$ cat src/rtl/lemon_ifu_pkg.sv
// lemon_ifu_pkg: shared types and constants for the LemonPC fetch unit.
// FSM state encoding, reset PC / step defaults, PC alignment helper.
package lemon_ifu_pkg;

  typedef enum logic [2:0] {
    S_IDLE = 3'd0,
    S_REQ  = 3'd1,
    S_WAIT = 3'd2,
    S_OUT  = 3'd3,
    S_HALT = 3'd4
  } ifu_state_e;

  localparam logic [63:0] IFU_PC_INIT  = 64'h8000_0000;
  localparam int unsigned IFU_INST_LEN = 4;

  function automatic logic [63:0] align_pc(
    input logic [63:0] a
  );
    return {a[63:2], 2'b00};
  endfunction

endpackage

$ cat src/rtl/lemon_ifu.sv
// lemon_ifu: multi-cycle fetch unit, one outstanding imem request,
// presents {pc, inst} to decode over valid/ready.
// Ports:
//   clk, rst_n                       clock, async active-low reset
//   imem_req_valid/ready/addr        fetch request (addr = pc)
//   imem_resp_valid/data             fetch response, one per request
//   out_valid/ready, out_pc/inst     instruction to decode
//   redirect_valid/pc                branch/jump target
//   halt / halted                    stop request / in halt state
module lemon_ifu
  import lemon_ifu_pkg::*;
#(
  parameter logic [63:0] PC_INIT  = IFU_PC_INIT,
  parameter int unsigned INST_LEN = IFU_INST_LEN
) (
  input  logic        clk,
  input  logic        rst_n,
  output logic        imem_req_valid,
  input  logic        imem_req_ready,
  output logic [63:0] imem_req_addr,
  input  logic        imem_resp_valid,
  input  logic [31:0] imem_resp_data,
  output logic        out_valid,
  input  logic        out_ready,
  output logic [63:0] out_pc,
  output logic [31:0] out_inst,
  input  logic        redirect_valid,
  input  logic [63:0] redirect_pc,
  input  logic        halt,
  output logic        halted
);

  ifu_state_e  state_q, state_d;
  logic [63:0] pc_q, pc_d;
  logic [63:0] out_pc_q, out_pc_d;
  logic [31:0] out_inst_q, out_inst_d;
  logic        drop_q, drop_d;
  logic [63:0] tgt;

  assign tgt = align_pc(redirect_pc);

  always_ff @(posedge clk or negedge rst_n) begin
    if (!rst_n) begin
      state_q    <= S_IDLE;
      pc_q       <= PC_INIT;
      out_pc_q   <= PC_INIT;
      out_inst_q <= 32'd0;
      drop_q     <= 1'b0;
    end else begin
      state_q    <= state_d;
      pc_q       <= pc_d;
      out_pc_q   <= out_pc_d;
      out_inst_q <= out_inst_d;
      drop_q     <= drop_d;
    end
  end

  always_comb begin
    state_d    = state_q;
    pc_d       = pc_q;
    out_pc_d   = out_pc_q;
    out_inst_d = out_inst_q;
    drop_d     = drop_q;
    unique case (state_q)
      S_IDLE: state_d = S_REQ;
      S_REQ: begin
        if (redirect_valid) begin
          pc_d = tgt;
          // Old request still goes out; its response is stale.
          if (imem_req_ready) begin
            drop_d  = 1'b1;
            state_d = S_WAIT;
          end
        end else if (imem_req_ready) begin
          state_d = S_WAIT;
        end
      end
      S_WAIT: begin
        if (redirect_valid) begin
          pc_d = tgt;
          if (imem_resp_valid) begin
            drop_d  = 1'b0;
            state_d = S_REQ;
          end else begin
            drop_d = 1'b1;
          end
        end else if (imem_resp_valid) begin
          if (drop_q) begin
            drop_d  = 1'b0;
            state_d = S_REQ;
          end else begin
            out_inst_d = imem_resp_data;
            out_pc_d   = pc_q;
            state_d    = S_OUT;
          end
        end
      end
      S_OUT: begin
        if (redirect_valid) begin
          pc_d    = tgt;
          state_d = S_REQ;
        end else if (out_ready) begin
          pc_d    = pc_q + 64'(INST_LEN);
          state_d = halt ? S_HALT : S_REQ;
        end
      end
      S_HALT: state_d = S_HALT;
      default: state_d = S_IDLE;
    endcase
  end

  assign imem_req_valid = (state_q == S_REQ);
  assign imem_req_addr  = pc_q;
  assign out_valid      = (state_q == S_OUT);
  assign out_pc         = out_pc_q;
  assign out_inst       = out_inst_q;
  assign halted         = (state_q == S_HALT);

`ifndef SYNTHESIS
  // A response outside S_WAIT has no matching request.
  a_resp_in_wait: assert property (
    @(posedge clk) disable iff (!rst_n)
    imem_resp_valid |-> (state_q == S_WAIT)
  );
`endif

endmodule

$ cat config.mk
export PLATFORM = sky130hd
export DESIGN_NAME = lemon_ifu
export DESIGN_NICKNAME = d
export VERILOG_FILES = /design/src/rtl/lemon_ifu_pkg.sv /design/src/rtl/lemon_ifu.sv
export SDC_FILE = /design/constraint.sdc
export NUM_CORES = 1
export LEC_CHECK = 0
export ABC_AREA = 0
export BUFFER_PORTS_ARGS = -buffer_cell sky130_fd_sc_hd__buf_2
export CORE_AREA = 5 5 134 136
export CTS_BUF_LIST = sky130_fd_sc_hd__clkbuf_8
export CTS_CLUSTER_SIZE = 30
export DETAILED_ROUTE_END_ITERATION = 12
export DIE_AREA = 0 0 139 141
export GPL_TIMING_DRIVEN = 1
export PLACE_DENSITY = 0.78
export RECOVER_POWER = 25
export SLEW_MARGIN = 40
export SYNTH_ARGS = -nofsm -noshare
export SYNTH_HDL_FRONTEND = slang
export SYNTH_SLANG_ARGS = --single-unit
$ cat constraint.sdc
create_clock -name clk -period 2.3 [get_ports clk]
set_input_delay 0.46 -clock clk [delete_from_list [all_inputs] [get_ports clk]]
set_output_delay 0.46 -clock clk [all_outputs]
set_load 0.01 [all_outputs]
==> results of run 1 <==
[through the flow]
stage | utilization | area [um2] | hold slack, ns | worst slack (ns) | total power [mW]
5_1_grt | 0.621 | 10400 | 0.203 | 0.0342 | 15.0
3_5_place_dp | 0.594 | 9990 | 0.419 | 0.0897 | 11.8
4_1_cts | 0.621 | 10400 | 0.193 | 0.0403 | 14.1
3_3_place_gp | 0.594 | 9990 | 0.422 | 0.139 | 11.6
6_report | 0.621 | 10400 | 0.221 | 0.127 | 14.0
2_1_floorplan | - | 8100 | 0.164 | 0.152 | 8.77
[cell families (layout without fill, tap and decap cells)]
logic type / after synthesis / after routing / synth area share
simple gates: 288 / 288 / 0.193
compound gates: 176 / 176 / 0.139
flops: 160 / 160 / 0.495
mux: 94 / 94 / 0.130
buf+inv: 71 / 372 / 0.0410
fa+ha+maj: 1 / 1 / 0.00155
other cells: 1 / 7 / 0.000463
[layout make-up]
class                      instances  area, um2  area share
tap                              225        282      0.0269
antenna                            3       7.51    0.000718
clock inverter                    11        139      0.0133
timing repair buffer             327       1890       0.181
inverter                          13       48.8     0.00467
clock buffer                      21        289      0.0277
sequential                       160       4010       0.384
multi-input combinational        563       3790       0.362
[Yosys cell counts, types with 9 or more instances]
cell type and n:
dfrtp_1 158, mux2_2 90, nand2_1 71, a21oi_1 52
nand3_1 45, nor2_1 44, o21ai_0 43, clkbuf_1 36
nand4_1 35, nor3_1 18, inv_1 13, and3_1 12
nor4_1 11, o22ai_1 10, o211ai_1 9
[flip-flops by register name, summed over array words and instances (netlist names)]
| register | count |
|---|---|
| out_inst | 32 |
| out_pc | 62 |
| drop_q | 1 |
| state_q | 3 |
| imem_req_addr | 62 |
[path summary, 6_finish.rpt]
kind | end | cells after the start | slack [ns]
worst max-delay path | halted | 5 | 0.13
worst min-delay path | imem_req_addr[34] | 3 | 0.22
worst max register to register | imem_req_addr[49] | 5 | 0.13
worst min register to register | out_pc[47] | 2 | 0.48
max in group asynchronous | out_pc[18] | 3 | 0.44
min in group asynchronous | out_pc[44] | 2 | 0.78
[metal layers]
metal | part of all wire | vias to the layer above | routed length (um) | track usage
met5 | 0.0019 | - | 47 | 0
met4 | 0.020 | 6 | 505 | 0.0829
met3 | 0.094 | 47 | 2360 | 0.0767
met2 | 0.49 | 370 | 12200 | 0.413
met1 | 0.39 | 3738 | 9840 | 0.317
li1 | - | 3531 | - | -
[cells in the final DEF (no fill, tap or decap), types with 3 or more instances in the layout]
cell type	count
o22ai_1	10
buf_12	6
nand3_1	45
or3_1	7
a311oi_1	4
nand2_1	71
nor4_1	10
and3_1	12
a31o_2	4
a2bb2oi_1	7
clkbuf_8	21
mux2_2	90
inv_1	16
o311ai_0	4
nor4_2	4
and4_1	4
o21a_1	3
a21oi_1	51
buf_2	258
dfrtp_1	157
bufinv_16	3
nor2_1	44
diode_2	3
mux2i_1	4
or4_1	6
and2_1	8
buf_4	60
a22oi_1	3
conb_1	4
nor2b_1	3
nand3_2	3
a31oi_1	8
o211ai_1	9
o22a_1	3
o21ai_0	43
a32oi_1	3
nand4_1	35
nor3_1	18
[worst max-delay path, cell delays in order (launching register included)]
cell and delay [ns]:
dfrtp_1 0.39, buf_4 0.16, or2_2 0.32, or2_4 0.24, inv_1 0.05, buf_2 0.12
[power breakdown]
group / leakage, nW / internal (mW) / total, mW / switching (mW)
sequential: 1.97 / 4.15 / 5.24 / 1.10
clock: 0.222 / 1.18 / 2.24 / 1.05
combinational: 2.81 / 2.93 / 6.55 / 3.62
[repair_timing]
action                                  CTS  global route
resized for setup                         0             3
pin swaps                                 0             3
endpoints found under the setup margin    1             8
hold buffers                              1             0
hold endpoints to repair                 45             0
buffers inserted                          1             2
==> metrics.cfg, run 1 <==
[drt]
route.detailed.drc = 0
dr_total_vias = 7692
drtIter0Drc = 606
viasPerCell = 5.81
wl_per_cell_um = 18.9
first_pass_iters = 5
wirelength_mm = 25.0
postRouteAntennaNets = 0

[logic_synthesis]
synth_area_mm2 = 0.00809
synth_ff_type = dfrtp_1
syn_avg_cell_area_um2 = 10.2
synth.distinct_cells = 70
synth_area_leader_cell = dfrtp_1
synth_edf_count = 0
yosys-top-cells-area = dfrtp_1 49%, mux2_2 13%, nand2_1 3.3%
synth-seq-area-share = 0.495
postSynth.asyncResetShare = 1.00
yosys_register_bits = 160
netlist_instances = 791
synth_warnings = 0
synth_top_area_frac = 0.489

[worst_setup_path]
critPathCaptureType = output pin
critPathLaunchType = register
r2r-start = imem_req_addr[12]
crit_fanout = 6
required_ns = 1.84
cp.arrival_ns = 1.71
startpoint = state_q[1]
path_class = register to output pin

[floorplanning]
core_area_mm2 = 0.0168
start_util = 0.481
rows = 48
die_w_um = 139
ioPinCount = 266
die_h_um = 141
die_area_mm2 = 0.0196

[run_status]
status = completed

[clock_network]
clk_pin_slew_ns = 0.08
cts_buffers = 17
cts_tree = done
clockBufferDepth = 2
cts_num_sinks = 160
clock_latency_ns = 0.45
htree_levels = 4
cts-root-buf = clkbuf_8

[grt]
antenna_found_initial = 6
grt_pass1_vias = 7468
grt_max_degree = 91
grt_pass1_wl_mm = 39.7
grt_overflow = 0
grt_use_total = 0.250

[power_and_ir_drop]
power_density_mw_per_mm2 = 1340
power_leakage_nw = 5.00
ir_drop_mv = 0.641

[placed_design]
dp_hpwl_mm = 18.3
place_congestion = 0.909
port-buffer-count = 259
placed_cells = 1284

[layout]
drive_gt1_frac = 0.433
stdcell_count = 1323
syn_to_final_growth_pct = 29.1
num-fill-cells = 1439
fin_nets = 1186

[timing]
relSlewSlack = 0.226
fmax_ghz = 0.460
slew_violations = 0
tightest_slew_ns = 1.16
hold_violations = 0
finClkSkew_ns = 0.0140
rsz0062_at_grt = no
tns_ns = 0
fin_crit_ns = 2.17
setup_viol = 0
timing.final.crit_share = 0.945

[hold_path]
hold_start = redirect_pc[34]
min_path_type = input pin to register

[flow_run]
drv_cap = 0

Power figures use the tool's default switching activity.
==> inputs of run 2 (changes only) <==
CORE_AREA = 5 5 130 132   (was 5 5 134 136)
DIE_AREA = 0 0 135 137   (was 0 0 139 141)
PLACE_DENSITY = 0.82   (was 0.78)
==> run 2 against run 1 <==
Total power is 0.89% higher. Clock-buffer cell count decreased by 3. Flip-flop and latch count stayed put. Worst hold slack lost 0.0091 ns. Core utilization increased by 4.9 points. Critical path depth rose by 1. Routed wire length is 0.26% lower. Critical path type is now register to register.
==> metrics.cfg, run 2 (synthesized netlist as in run 1, its figures left out) <==
[drt]
viasPerCell = 5.87  ; +0.89%
route.detailed.drc = 0  ; unchanged
drtIter0Drc = 636  ; +5.0%
first_pass_iters = 6  ; +1
wirelength_mm = 24.9  ; -0.26%
postRouteAntennaNets = 0  ; unchanged
wl_per_cell_um = 19.0  ; +0.65%
dr_total_vias = 7690  ; -0.026%

[power_and_ir_drop]
power_mw = 14.1  ; +0.89%
ir_drop_mv = 0.657  ; +2.5%
power_density_mw_per_mm2 = 1350  ; +0.89%
power_leakage_nw = 4.99  ; -0.22%

[timing]
slew_violations = 0  ; unchanged
hold_violations = 0  ; unchanged
tightest_slew_ns = 1.20  ; +0.0342 ns
relSlewSlack = 0.203  ; -0.0228
setup_viol = 0  ; unchanged
rsz0062_at_grt = no
tns_ns = 0  ; unchanged
timing.final.crit_share = 0.971  ; +0.0259
fin_crit_ns = 2.23  ; +0.0596 ns
fmax_ghz = 0.448  ; -2.7%
hold_slack_ns = 0.212  ; -0.00906 ns
finClkSkew_ns = 0.0100  ; -0.00398 ns
finalWorstSetupSlack_ns = 0.0672  ; -0.0596 ns

[layout]
stdcell_count = 1311  ; -0.91%
num-fill-cells = 1268  ; -12%
layout_commonest_cell = buf_2
layout_common_cells = 258 x buf_2, 157 x dfrtp_1, 90 x mux2_2
fin_nets = 1185  ; -0.084%
final_area_mm2 = 0.0104  ; unchanged
syn_to_final_growth_pct = 29.1  ; unchanged
drive_gt1_frac = 0.434  ; +0.00131
final_util = 0.670  ; +0.0485

[flow_run]
drv_cap = 0  ; unchanged

[worst_setup_path]
cp.arrival_ns = 2.54  ; +0.83 ns
critPathCaptureType = register
crit_fanout = 10  ; +4
critPathLaunchType = register
r2r_setup_slack_ns = 0.07  ; -0.06 ns
path_class = register to register
required_ns = 2.61  ; +0.77 ns

[grt]
grt_util_met1 = 0.331  ; +0.0138
grt_overflow = 0  ; unchanged
use_met3 = 0.0688  ; -0.00791
grt_use_total = 0.265  ; +0.0147
grt_util_met2 = 0.450  ; +0.0370
grt_pass1_vias = 7451  ; -0.23%
antenna_found_initial = 4  ; -2
top_usage_layer = met2
grt_pass1_wl_mm = 38.6  ; -2.8%
grt_max_degree = 64  ; -30%

[clock_network]
clk_pin_slew_ns = 0.09  ; about the same
clock_latency_ns = 0.46  ; about the same
htree_levels = 4  ; unchanged
cts_buffers = 17  ; unchanged
cts_tree = done
cts_num_sinks = 160  ; unchanged
cts-root-buf = clkbuf_8
clockBufferDepth = 2  ; unchanged

[floorplanning]
rows = 46  ; -4.2%
die_area_mm2 = 0.0185  ; -5.6%
die_h_um = 137  ; -2.8%
core_area_mm2 = 0.0156  ; -7.2%
start_util = 0.519  ; +0.0376
ioPinCount = 266  ; unchanged
die_w_um = 135  ; -2.9%

[hold_path]
min_path_type = input pin to register

[placed_design]
dp_hpwl_mm = 18.4  ; +0.80%
place_congestion = 0.899  ; -1.1%
place_area_mm2 = 0.0100  ; about the same
placed_cells = 1276  ; -0.62%
port-buffer-count = 259  ; unchanged
place_ws_ns = 0.0483  ; -0.0415 ns

[run_status]
status = completed

[run 2: final timing paths]
check,start,to,cells past startpoint
max,imem_req_addr[12],imem_req_addr[43],6
min reg2reg,out_pc[23],out_pc[23],2
min,redirect_pc[41],imem_req_addr[41],3
max in group asynchronous,rst_n,out_pc[26],3
max reg2reg,imem_req_addr[12],imem_req_addr[43],6
min in group asynchronous,rst_n,out_pc[51],2
[run 2: timing repair]
action,CTS,global route
hold buffers,1,0
setup buffers,0,1
endpoints found under the hold margin,41,0
gates resized for setup,0,2
setup endpoints to repair,0,10
[run 2: report_power, final]
group	internal (mW)	total [mW]	switching, mW	leakage (nW)
registers	4.15	5.23	1.09	1.97
logic	2.91	6.55	3.64	2.80
clock network	1.23	2.37	1.14	0.217
[run 2: cell type report]
type / instances / area (um2) / share of cell area
Antenna cell: 1 / 2.50 / 0.000239
Clock buffer: 18 / 248 / 0.0237
Clock inverter: 14 / 204 / 0.0195
Inverter: 13 / 48.8 / 0.00467
Multi-Input combinational cell: 563 / 3780 / 0.362
Sequential cell: 160 / 4010 / 0.384
Tap cell: 216 / 270 / 0.0259
Timing Repair Buffer: 326 / 1880 / 0.180
[run 2: worst max-delay path: stages (launching register included)]
cell	delay (ns)
dfrtp_1	0.53
and3_2	0.28
nand4_1	0.26
nor4_4	0.29
buf_4	0.22
nand2_1	0.08
o311ai_0	0.42
[run 2: routing by layer]
| layer | vias to the layer above | wire length, um |
|---|---|---|
| met5 | - | 32 |
| met4 | 6 | 668 |
| met3 | 61 | 2370 |
| met2 | 398 | 12300 |
| met1 | 3700 | 9590 |
| li1 | 3525 | - |
